## config.mk

```make
export PLATFORM = sky130hd
export DESIGN_NAME = mean_seq_ctrl
export DESIGN_NICKNAME = d
export VERILOG_FILES = /design/src/rtl/mean_seq_ctrl.sv
export SDC_FILE = /design/constraint.sdc
export NUM_CORES = 1
export LEC_CHECK = 0
export ABC_AREA = 1
export CORE_AREA = 4 4 41 43
export DETAILED_ROUTE_END_ITERATION = 6
export DIE_AREA = 0 0 45 47
export PLACE_DENSITY = 0.68
export SLEW_MARGIN = 20
export SYNTH_ARGS = -nofsm -noshare
export SYNTH_HDL_FRONTEND = slang
export SYNTH_SLANG_ARGS = --single-unit
```

## constraint.sdc

```tcl
create_clock -name clk -period 2.49 [get_ports clk]
set_input_delay 0.3735 -clock clk [delete_from_list [all_inputs] [get_ports clk]]
set_output_delay 0.3735 -clock clk [all_outputs]
set_load 0.02 [all_outputs]
```

## src/rtl/mean_seq_ctrl.sv

```systemverilog
// Sequencer for the mean-calculation datapath: start/release handshake, ROM word
// stepping, accumulator clear/enable and mean-load strobes, ready/done status.
module mean_seq_ctrl #(
  parameter int N_WORDS = 32,
  parameter int ADDR_W  = 6,
  parameter int SHIFT   = 5
) (
  input  logic              clk,
  input  logic              rst,
  input  logic              start,
  output logic              ready,
  output logic [ADDR_W-1:0] rom_addr,
  output logic              acc_clr,
  output logic              acc_en,
  output logic              mean_ld,
  output logic              done,
  output logic [2:0]        state_dbg
);

  // The datapath divides by shifting, so the word count must be a power of two.
  if (N_WORDS != (1 << SHIFT)) begin : g_bad_shift
    $error("mean_seq_ctrl: N_WORDS must equal 2**SHIFT");
  end

  typedef enum logic [2:0] {
    IDLE     = 3'd0,
    WAIT_REL = 3'd1,
    INIT     = 3'd2,
    ACCUM    = 3'd3,
    DIV      = 3'd4,
    DONE     = 3'd5
  } state_t;

  localparam logic [ADDR_W-1:0] FIRST = ADDR_W'(1);
  localparam logic [ADDR_W-1:0] LAST  = ADDR_W'(N_WORDS);

  state_t            state, state_nxt;
  logic [ADDR_W-1:0] cnt, cnt_nxt;

  always_ff @(posedge clk or negedge rst) begin
    if (!rst) begin
      state <= IDLE;
      cnt   <= FIRST;
    end else begin
      state <= state_nxt;
      cnt   <= cnt_nxt;
    end
  end

  // Handshake: start is a level request. IDLE (ready=1) takes it when high,
  // WAIT_REL holds until it falls, and only then does a run begin. Start is
  // not looked at again until the run has returned to IDLE.
  always_comb begin
    state_nxt = IDLE;
    cnt_nxt   = cnt;
    ready     = 1'b0;
    acc_clr   = 1'b0;
    acc_en    = 1'b0;
    mean_ld   = 1'b0;
    done      = 1'b0;
    case (state)
      IDLE: begin
        ready     = 1'b1;
        state_nxt = start ? WAIT_REL : IDLE;
      end
      WAIT_REL: begin
        state_nxt = start ? WAIT_REL : INIT;
      end
      INIT: begin
        acc_clr   = 1'b1;
        cnt_nxt   = FIRST;
        state_nxt = ACCUM;
      end
      ACCUM: begin
        acc_en = 1'b1;
        // Any cnt at or past the last word ends the run, so cnt cannot wrap.
        if (cnt < LAST) begin
          cnt_nxt   = cnt + FIRST;
          state_nxt = ACCUM;
        end else begin
          state_nxt = DIV;
        end
      end
      DIV: begin
        mean_ld   = 1'b1;
        state_nxt = DONE;
      end
      DONE: begin
        done      = 1'b1;
        state_nxt = IDLE;
      end
      default: state_nxt = IDLE;
    endcase
  end

  assign rom_addr  = cnt;
  assign state_dbg = state;

endmodule

```

==> out/qor_table.md, run 1 <==
| Quantity | Reported | Unit |
| --- | --- | --- |
| Via count | 474 | - |
| Worst hold path class | in2async | - |
| Post-detailed-route DRC marker count | 0 | - |
| Mapped Avg Cell Area | 7.86 | µm² |
| Headroom to the max-slew limit | 71.5 | % |
| Number of global-route vias before repair | 451 | - |
| Worst Path Required | 2.12 | ns |
| Clock transition at the registers of the reported paths | 0.06 | ns |
| Total wirelength of the detailed-routed design | 1.20 | mm |
| Clock Root Buffer | sky130_fd_sc_hd__clkbuf_4 | - |
| Peak Freq | 0.489 | GHz |
| CP startpoint | state_dbg[2] | - |
| Worst hold margin | 0.405 | ns |
| Worst path slowest cell | sky130_fd_sc_hd__clkdlybuf4s50_1 | - |
| Worst path bufs/invs | 2 | - |
| Synthesized netlist cell count | 63 | - |
| Total Nets Final | 87 | - |
| Fraction of post-synthesis cell area in the top cell type by area | 40.4 | % |
| Number of clock sinks | 9 | - |
| Worst voltage drop across the vdd grid | 0.678 | mV |
| Combined flip-flop and latch cell area | 226 | µm² |
| Portion of the clock cycle consumed by the worst path in the final layout | 82.2 | % |
| Critical path data arrival time | 1.67 | ns |
| Mapped Nets | 67 | - |
| Number of distinct standard cells referenced by the synthesized netlist | 17 | - |
| Proportion of synthesized chip area in sequential cells | 45.7 | % |
| Die H | 47 | µm |
| Total grt overflow | 0 | - |
| Static leakage | 0.339 | nW |
| Worst R2R Setup Slack | 1.31 | ns |
| Area Overhead vs Synth | 40.4 | % |
| Maximum clock insertion buffer count | 2 | - |
| Initial DRC Count | 11 | - |
| Row Count | 13 | - |
| Average via count per standard cell | 4.89 | - |
| Initial antenna violation count | 0 | - |
| Post-layout min period | 2.05 | ns |
| H-tree depth | 1 | - |
| Core area | 0.00130 | mm² |
| Worst path depth | 4 | - |
| Area occupied by multi-input gates | 226 | µm² |
| Final count of hold timing violations | 0 | - |
| Post-DP HPWL | 891 | µm |
| Ratio of cells with drive above 1 in the final layout | 13.4 | % |
| Critical Path, Cell by Cell | inv_2 -> nand2_4 -> nor2_1 -> clkdlybuf4s50_1 | - |
| Buffers added on ports | 16 | - |
| Top fanout value on the critical path | 4 | - |
| Post-synthesis instance area | 495 | µm² |
| Filler cells | 142 | - |
| Final antenna diode count | 0 | - |
| Post-CTS Repair Setup Buffers | 0 | - |
| Type of element capturing the critical path | output port | - |
| Total of cells resized after clock tree synthesis | 0 | - |
| Setup clock skew after layout | 0.000582 | ns |
| Largest cells by area after synthesis | sky130_fd_sc_hd__dfrtp_1 (40%), sky130_fd_sc_hd__nand2_1 (13%), sky130_fd_sc_hd__nand3_1 (7.1%) | - |
| Outcome | finished clean | - |
| Routed WL per cell | 12.4 | µm |
| Final setup violation count | 0 | - |
| Synthesis warning total | 0 | - |
| Effective utilization at floorplan | 38.1 | % |
| Chip width | 45 | µm |
| Cell Pwr Density | 1280 | mW/mm² |
| Number of iterations in the first detailed-routing pass | 4 | - |
| Kind of cell adding the most delay to the critical path | buffers and inverters | - |
| Gp weighted congestion | 0.787 | - |
| Count of hold-fix buffers inserted at cts | 0 | - |
| Number of max-capacitance violations reported | 0 | - |
| Max-slew violations | 0 | - |
| Type of origin of the critical path | flip-flop | - |
| Endpoint of the worst register-to-register path | rom_addr[4] | - |
| Unrepaired setup endpoints after global routing | no | - |
| Floorplan die area | 0.00212 | mm² |
| Leading cell type in the layout, fill and taps excluded | sky130_fd_sc_hd__nand2_1 | - |
| Global-route wire length before repair | 2.02 | mm |
| Overall Global Routing Usage | 13.8 | % |
| Number of storage elements in the synthesis netlist | 9 | - |
| Most frequent cells in the layout | sky130_fd_sc_hd__nand2_1 (17), sky130_fd_sc_hd__clkdlybuf4s50_1 (16), sky130_fd_sc_hd__dfrtp_1 (8) | - |
| Yosys top cell by area | sky130_fd_sc_hd__dfrtp_1 | - |
| TritonCTS Buffers | 3 | - |
| Post-Route Setup TNS | 0 | ns |
| I/O pin cnt | 17 | - |
| Number of cells traversed by the worst register-to-register path | 5 | - |
| Largest stage delay on the critical path | 0.63 | ns |
| Clock tree from TritonCTS | built | - |
| Worst skew pair latency | 0.27 | ns |
| Critical path class | reg2out | - |
| Startpoint of the worst register-to-register path | rom_addr[0] | - |
| Actual transition at the worst max-transition pin | 0.426 | ns |
| Count of nets left with antenna violations after detail routing | 0 | - |
| Largest net degree at the start of global routing | 10 | - |
==> registers in the layout (all words and copies together) (netlist names) <==
name / flops
state_dbg: 3
rom_addr: 6
==> layout make-up <==
class,count,share of cell area (%)
repair buffers,16,23.0
flip-flops and latches,9,32.6
clock buffers,4,3.78
inverters,10,5.40
well taps,15,2.70
multi-input cells,43,32.6
==> layer usage <==
layer	vias to the layer above	GRT usage, %	routed length, µm
li1	243	-	-
met1	216	17.0	515
met2	10	20.3	595
met3	5	3.07	45
met4	0	12.3	44
met5	-	0	0
==> cells in the mapped netlist <==
library cell	count
sky130_fd_sc_hd__nand3_1	7
sky130_fd_sc_hd__o21ai_0	1
sky130_fd_sc_hd__dfrtp_1	8
sky130_fd_sc_hd__ha_1	1
sky130_fd_sc_hd__o31ai_1	1
sky130_fd_sc_hd__clkbuf_2	1
sky130_fd_sc_hd__a21oi_1	2
sky130_fd_sc_hd__inv_1	7
sky130_fd_sc_hd__nand4_1	4
sky130_fd_sc_hd__nand2_4	1
sky130_fd_sc_hd__inv_2	3
sky130_fd_sc_hd__nor2_1	5
sky130_fd_sc_hd__dfstp_2	1
sky130_fd_sc_hd__nor2_2	1
sky130_fd_sc_hd__xor2_1	1
sky130_fd_sc_hd__nand2_1	17
sky130_fd_sc_hd__nor2_4	2
==> cell families after synthesis <==
logic type,share of synthesized area (%)
AO/OA/AOI/OAI,4.55
XOR/XNOR,1.77
adder cells (fa/ha/maj),2.52
buffers and inverters,8.59
flip-flops,45.7
AND/OR/NAND/NOR,36.9
==> power breakdown <==
group	switching, mW	internal [mW]
registers	0.0655	0.198
clock network	0.0574	0.0621
logic	0.300	0.208
==> worst register-to-register path, cell delays in order (launching register included) <==
cell and delay (ns):
sky130_fd_sc_hd__dfstp_2 0.59, sky130_fd_sc_hd__ha_1 0.23, sky130_fd_sc_hd__nand3_1 0.09, sky130_fd_sc_hd__nand2_1 0.07, sky130_fd_sc_hd__nand4_1 0.08, sky130_fd_sc_hd__nand2_1 0.07
==> metrics by stage <==
| step | cell area [µm²] | power (mW) | instances | utilization [%] | setup WS [ns] |
|---|---|---|---|---|---|
| after floorplan | 495 | 0.567 | 63 | - | 1.12 |
| final | 696 | 0.890 | 97 | 53.5 | 0.443 |
| after CTS | 696 | 0.896 | 97 | 53.5 | 0.432 |
| after global placement | 669 | 0.767 | 93 | 51.4 | 0.754 |
| after global routing | 696 | 0.951 | 97 | 53.5 | 0.346 |
| after detailed placement | 669 | 0.771 | 93 | 51.4 | 0.751 |
==> worst max-delay path by stage <==
stage / slack (ns) / end
after floorplan: 1.12 / acc_clr
after global placement: 0.75 / acc_clr
after detailed placement: 0.75 / acc_clr
after CTS: 0.43 / acc_clr
after global routing: 0.35 / acc_clr
final: 0.44 / acc_clr
Power figures use the tool's default switching activity.
==> run 2, diff against run 1 <==
--- a/config.mk
+++ b/config.mk
@@ -6,10 +6,10 @@
 export NUM_CORES = 1
 export LEC_CHECK = 0
 export ABC_AREA = 1
-export CORE_AREA = 4 4 41 43
+export CORE_AREA = 4 4 42 44
 export DETAILED_ROUTE_END_ITERATION = 6
-export DIE_AREA = 0 0 45 47
-export PLACE_DENSITY = 0.68
+export DIE_AREA = 0 0 46 48
+export PLACE_DENSITY = 0.67
 export SLEW_MARGIN = 20
 export SYNTH_ARGS = -nofsm -noshare
 export SYNTH_HDL_FRONTEND = slang
==> constraint.sdc (replaced) <==
create_clock -name clk -period 1.7 [get_ports clk]
set_input_delay 0.255 -clock clk [delete_from_list [all_inputs] [get_ports clk]]
set_output_delay 0.255 -clock clk [all_outputs]
set_load 0.02 [all_outputs]
==> out/qor_table.md, run 2 (same netlist as run 1, synthesis figures left out) <==
| Quantity | Reported | Unit | vs previous |
| --- | --- | --- | --- |
| Outcome | finished clean | - |  |
| Max-slew violations | 0 | - | unchanged |
| Number of global-route vias before repair | 392 | - | -13% |
| H-tree depth | 1 | - | unchanged |
| Max reg flops | 6 | - | unchanged |
| Most Used Layer, Global Route | met2 | - |  |
| Floorplan die area | 0.00221 | mm² | +4.4% |
| Total wirelength of the detailed-routed design | 1.14 | mm | -4.7% |
| Number of max-capacitance violations reported | 0 | - | unchanged |
| Most frequent cells in the layout | sky130_fd_sc_hd__nand2_1 (17), sky130_fd_sc_hd__clkdlybuf4s50_1 (9), sky130_fd_sc_hd__dfrtp_1 (8) | - |  |
| Total cell area at the placement stage | 678 | µm² | +1.3% |
| Met3 Track Usage GR | 5.64 | % | +2.6 points |
| Worst Path Required | 1.44 | ns | -0.68 ns |
| GR met1 Demand/Resource | 13.3 | % | -3.6 points |
| Critical path class | reg2out | - |  |
| Clock Root Buffer | sky130_fd_sc_hd__clkbuf_4 | - |  |
| Clock transition at the registers of the reported paths | 0.06 | ns | about the same |
| Post-DP HPWL | 863 | µm | -3.2% |
| Clock tree from TritonCTS | built | - |  |
| I/O pin cnt | 17 | - | unchanged |
| Kind of cell adding the most delay to the critical path | buffers and inverters | - |  |
| Actual transition at the worst max-transition pin | 0.403 | ns | -0.0224 ns |
| Maximum clock insertion buffer count | 2 | - | unchanged |
| Average via count per standard cell | 4.84 | - | -0.99% |
| Largest stage delay on the critical path | 0.65 | ns | +0.02 ns |
| Unrepaired setup endpoints after global routing | no | - |  |
| Type of origin of the critical path | flip-flop | - |  |
| Number of cells traversed by the worst register-to-register path | 5 | - | unchanged |
| Critical path data arrival time | 1.36 | ns | -0.31 ns |
| Initial DRC Count | 11 | - | unchanged |
| Final setup violation count | 0 | - | unchanged |
| Die H | 48 | µm | +2.1% |
| Total grt overflow | 0 | - | unchanged |
| TritonCTS Buffers | 3 | - | unchanged |
| Overall Global Routing Usage | 10.9 | % | -3.0 points |
| Number of iterations in the first detailed-routing pass | 4 | - | unchanged |
| Final count of hold timing violations | 0 | - | unchanged |
| Critical Path, Cell by Cell | clkdlybuf4s50_1 | - |  |
| Top fanout value on the critical path | 7 | - | +3 |
| Effective utilization at floorplan | 34.5 | % | -3.6 points |
| Final antenna diode count | 0 | - | unchanged |
| Startpoint of the worst register-to-register path | rom_addr[0] | - |  |
| Largest net degree at the start of global routing | 10 | - | unchanged |
| Buffers added on ports | 16 | - | unchanged |
| Initial antenna violation count | 0 | - | unchanged |
| Worst path bufs/invs | 1 | - | -1 |
| Worst hold margin | 0.283 | ns | -0.121 ns |
| Overall power of the completed layout | 1.25 | mW | +40% |
| Worst skew pair latency | 0.26 | ns | about the same |
| Worst voltage drop across the vdd grid | 0.927 | mV | +37% |
| Total Nets Final | 88 | - | +1.1% |
| Row Count | 14 | - | +1 |
| Peak Freq | 0.619 | GHz |  |
| Via count | 479 | - | +1.1% |
| Post-detailed-route DRC marker count | 0 | - | unchanged |
| Leading cell type in the layout, fill and taps excluded | sky130_fd_sc_hd__nand2_1 | - |  |
| Routing usage on met2 | 16.5 | % | -3.9 points |
| Core area | 0.00144 | mm² | +10% |
| Routed WL per cell | 11.6 | µm | -6.6% |
| Headroom to the max-slew limit | 73.0 | % | +1.5 points |
| Setup clock skew after layout | 0.00576 | ns | +0.00518 ns |
| Post-Route Setup TNS | 0 | ns | unchanged |
| Filler cells | 155 | - | +9.2% |
| Post-layout min period | 1.62 | ns |  |
| Area Overhead vs Synth | 40.4 | % | unchanged |
| Worst path slowest cell | sky130_fd_sc_hd__clkdlybuf4s50_1 | - |  |
| Count of nets left with antenna violations after detail routing | 0 | - | unchanged |
| Area of all placed cells without fillers | 696 | µm² | unchanged |
| Worst hold path class | in2async | - |  |
| Count of hold-fix buffers inserted at cts | 0 | - | unchanged |
| Endpoint of the worst register-to-register path | rom_addr[4] | - |  |
| Portion of the clock cycle consumed by the worst path in the final layout | 95.1 | % |  |
| Ratio of cells with drive above 1 in the final layout | 15.7 | % | +2.2 points |
| Type of element capturing the critical path | output port | - |  |
| Static leakage | 0.378 | nW | +12% |
| Gp weighted congestion | 0.740 | - | -6.1% |
| Chip width | 46 | µm | +2.2% |
| Worst R2R Setup Slack | 0.52 | ns | -0.79 ns |
| Number of clock sinks | 9 | - | unchanged |
| Global-route wire length before repair | 1.68 | mm | -17% |
| Final standard cell utilization of the core | 48.4 | % | -5.0 points |
| Cell Pwr Density | 1790 | mW/mm² | +40% |
run 2: cell types whose count changed in the layout (fill, tap and decap cells not counted):
| cell | delta |
|---|---|
| sky130_fd_sc_hd__dlymetal6s2s_1 | +1 |
| sky130_fd_sc_hd__dlygate4sd2_1 | +5 |
| sky130_fd_sc_hd__clkbuf_2 | +1 |
| sky130_fd_sc_hd__clkdlybuf4s50_1 | -7 |
| sky130_fd_sc_hd__buf_4 | +1 |
run 2: cell type report:
cell class / count / area, µm² / share of cell area [%]
multi-input combinational: 43 / 226 / 32.6
timing repair buffer: 17 / 159 / 22.8
tap: 16 / 20.0 / 2.88
inverter: 10 / 37.5 / 5.40
clock buffer: 4 / 26.3 / 3.78
sequential: 9 / 226 / 32.6
run 2: worst max path at each step:
stage,from,to,cells past startpoint
after global routing,rom_addr[3],rom_addr[3],1
after global placement,state_dbg[2],acc_clr,4
after floorplan,state_dbg[2],acc_clr,3
after CTS,state_dbg[2],acc_clr,4
after detailed placement,state_dbg[2],acc_clr,4
final,state_dbg[0],state_dbg[0],1
run 2: routing by layer:
layer | share of wire, % | wire [µm]
met3 | 6.6 | 75
met5 | 0 | 0
met2 | 44 | 508
met4 | 0 | 0
met1 | 49 | 560
run 2: what timing repair did:
item                                    CTS  global route
gates resized for setup                   6             3
cloned                                    0             0
pin swaps                                 0             0
buffers inserted                          0             0
endpoints found under the setup margin    6             2
run 2: stage by stage:
stage,setup slack [ns],instances
global placement,0.0705,95
detailed placement,0.0736,95
global route,0.0137,99
floorplan,0.450,63
CTS,0.0348,99
finish,0.0834,99
run 2: report_power, final:
group	total (mW)	switching [mW]	internal [mW]
clock	0.166	0.0760	0.0905
sequential	0.389	0.0997	0.290
combinational	0.691	0.427	0.264
==> run 3, diff against run 2 <==
--- a/config.mk
+++ b/config.mk
@@ -6,11 +6,13 @@
 export NUM_CORES = 1
 export LEC_CHECK = 0
 export ABC_AREA = 1
-export CORE_AREA = 4 4 42 44
+export CORE_AREA = 4 4 41 43
+export CTS_CLUSTER_DIAMETER = 40
 export DETAILED_ROUTE_END_ITERATION = 6
-export DIE_AREA = 0 0 46 48
-export PLACE_DENSITY = 0.67
+export DIE_AREA = 0 0 45 47
+export DONT_BUFFER_PORTS = 1
 export SLEW_MARGIN = 20
 export SYNTH_ARGS = -nofsm -noshare
 export SYNTH_HDL_FRONTEND = slang
 export SYNTH_SLANG_ARGS = --single-unit
+export TNS_END_PERCENT = 100
==> out/qor_table.md, run 3 (same netlist as run 1, synthesis figures left out) <==
| Quantity | Reported | Unit | vs previous |
| --- | --- | --- | --- |
| Largest net degree at the start of global routing | 10 | - | unchanged |
| Number of cells traversed by the worst register-to-register path | 4 | - | -1 |
| Post-DP HPWL | 801 | µm | -7.2% |
| Via count | 415 | - | -13% |
| Die H | 47 | µm | -2.1% |
| I/O pin cnt | 17 | - | unchanged |
| Cell Pwr Density | 1970 | mW/mm² | +9.8% |
| Floorplan die area | 0.00212 | mm² | -4.2% |
| Area Overhead vs Synth | 10.1 | % |  |
| Leading cell type in the layout, fill and taps excluded | sky130_fd_sc_hd__nand2_1 | - |  |
| Min-Delay Startpoint | start | - |  |
| Max-slew violations | 0 | - | unchanged |
| Clock Root Buffer | sky130_fd_sc_hd__clkbuf_4 | - |  |
| Chip width | 45 | µm | -2.2% |
| Routed length on met1 | 435 | µm | -22% |
| Peak Freq | 0.623 | GHz | +0.64% |
| Met2 WL post-DR | 476 | µm | -6.3% |
| Routed WL per cell | 12.6 | µm | +9.0% |
| CP startpoint | state_dbg[2] | - |  |
| Core area | 0.00130 | mm² | -9.4% |
| Total grt overflow | 0 | - | unchanged |
| Buffers added on ports | 0 | - | -16 |
| TritonCTS Buffers | 3 | - | unchanged |
| Final count of hold timing violations | 0 | - | unchanged |
| Clock tree from TritonCTS | built | - |  |
| Overall Global Routing Usage | 11.6 | % | +0.70 points |
| Critical path data arrival time | 1.35 | ns | about the same |
| Count of nets left with antenna violations after detail routing | 0 | - | unchanged |
| Effective utilization at floorplan | 38.1 | % | +3.6 points |
| Type of origin of the critical path | flip-flop | - |  |
| Post-layout min period | 1.61 | ns | -0.0102 ns |
| Worst voltage drop across the vdd grid | 0.766 | mV | -17% |
| Length of routed met3 wiring | 88 | µm | +17% |
| Max reg flops | 6 | - | unchanged |
| Max layer used | met4 | - |  |
| Average via count per standard cell | 5.06 | - | +4.6% |
| Headroom to the max-slew limit | 70.6 | % | -2.4 points |
| Final setup violation count | 0 | - | unchanged |
| Startpoint of the worst register-to-register path | state_dbg[2] | - |  |
| Worst Hold Depth | 1 | - |  |
| H-tree depth | 1 | - | unchanged |
| Top fanout value on the critical path | 4 | - | -3 |
| Worst R2R Setup Slack | 0.40 | ns | -0.12 ns |
| Count of hold-fix buffers inserted at cts | 1 | - | +1 |
| Portion of the clock cycle consumed by the worst path in the final layout | 94.5 | % | -0.60 points |
| Setup clock skew after layout | 0.00554 | ns | -0.000218 ns |
| Outcome | finished clean | - |  |
| Post-route non-filler standard cell count | 82 | - | -17% |
| Static leakage | 0.284 | nW | -25% |
| Inst Count DP | 77 | - | -19% |
| Global-route wire length before repair | 1.68 | mm | +0.42% |
| Post-CTS Repair Setup Buffers | 0 | - | unchanged |
| Actual transition at the worst max-transition pin | 0.439 | ns | +0.0360 ns |
| Ratio of cells with drive above 1 in the final layout | 16.4 | % | +0.76 points |
| Number of iterations in the first detailed-routing pass | 4 | - | unchanged |
| Hold path endpoint | state_dbg[1] | - |  |
| Worst hold path class | in2reg | - |  |
| Initial antenna violation count | 0 | - | unchanged |
| Final antenna diode count | 0 | - | unchanged |
| Number of global-route vias before repair | 391 | - | -0.26% |
| Endpoint of the worst register-to-register path | rom_addr[5] | - |  |
| Total Nets Final | 72 | - | -18% |
| Total wirelength of the detailed-routed design | 1.03 | mm | -9.7% |
| Post-Route Setup TNS | 0 | ns | unchanged |
| Post-detailed-route DRC marker count | 0 | - | unchanged |
| Type of element capturing the critical path | output port | - |  |
| Gp weighted congestion | 0.667 | - | -9.8% |
| Worst skew pair latency | 0.27 | ns | about the same |
| Number of clock sinks | 9 | - | unchanged |
| Critical path class | reg2out | - |  |
| Unrepaired setup endpoints after global routing | no | - |  |
| Initial DRC Count | 4 | - | -7 |
| Total of cells resized after clock tree synthesis | 0 | - | -6 |
| Clock transition at the registers of the reported paths | 0.06 | ns | about the same |
| Row Count | 13 | - | -1 |
| Most frequent cells in the layout | sky130_fd_sc_hd__nand2_1 (17), sky130_fd_sc_hd__dfrtp_1 (8), sky130_fd_sc_hd__inv_1 (7), sky130_fd_sc_hd__nand3_1 (7), sky130_fd_sc_hd__nor2_1 (5) | - |  |
| Worst Path Required | 1.44 | ns | about the same |
| Maximum clock insertion buffer count | 2 | - | unchanged |
| Number of max-capacitance violations reported | 0 | - | unchanged |
run 3: where the power goes:
part	switching [mW]	internal (mW)	total [mW]
Sequential	0.187	0.289	0.475
Clock	0.0782	0.0906	0.169
Combinational	0.302	0.127	0.429
Total	0.567	0.506	1.07
run 3: metal layers:
| layer | vias up | GRT usage, % |
|---|---|---|
| met5 | - | 0 |
| met4 | 0 | 10.5 |
| li1 | 208 | - |
| met1 | 190 | 13.6 |
| met3 | 3 | 3.07 |
| met2 | 14 | 17.2 |
run 3: critical path, stage by stage (launching register included):
cell and delay (ns):
sky130_fd_sc_hd__dfrtp_1 0.49, sky130_fd_sc_hd__inv_2 0.15, sky130_fd_sc_hd__nand2_4 0.09, sky130_fd_sc_hd__nor2_1 0.37
run 3: cell type report:
cell class / count / area [µm²]
inverters: 10 / 37.5
clock buffers: 4 / 26.3
fillers: 133 / 756
repair buffers: 1 / 10.0
well taps: 15 / 18.8
multi-input cells: 43 / 226
flip-flops and latches: 9 / 226
run 3: worst max path at each step:
stage | end | slack, ns | cells after the start
after floorplan | acc_clr | 0.45 | 3
final | acc_clr | 0.09 | 3
after global routing | acc_clr | 0.03 | 3
after global placement | acc_clr | 0.37 | 3
after CTS | acc_clr | 0.08 | 3
after detailed placement | acc_clr | 0.38 | 3
run 3: through the flow:
stage	hold WS [ns]	utilization, %	setup slack, ns	power [mW]	instance area (µm²)
after floorplan	-0.0406	-	0.450	0.830	495
after global placement	-0.0403	39.1	0.366	0.912	509
after detailed placement	-0.0402	39.1	0.375	0.911	509
after CTS	0.0690	41.9	0.0772	1.10	546
after global routing	0.0760	41.9	0.0268	1.17	546
final	0.0824	41.9	0.0936	1.07	546
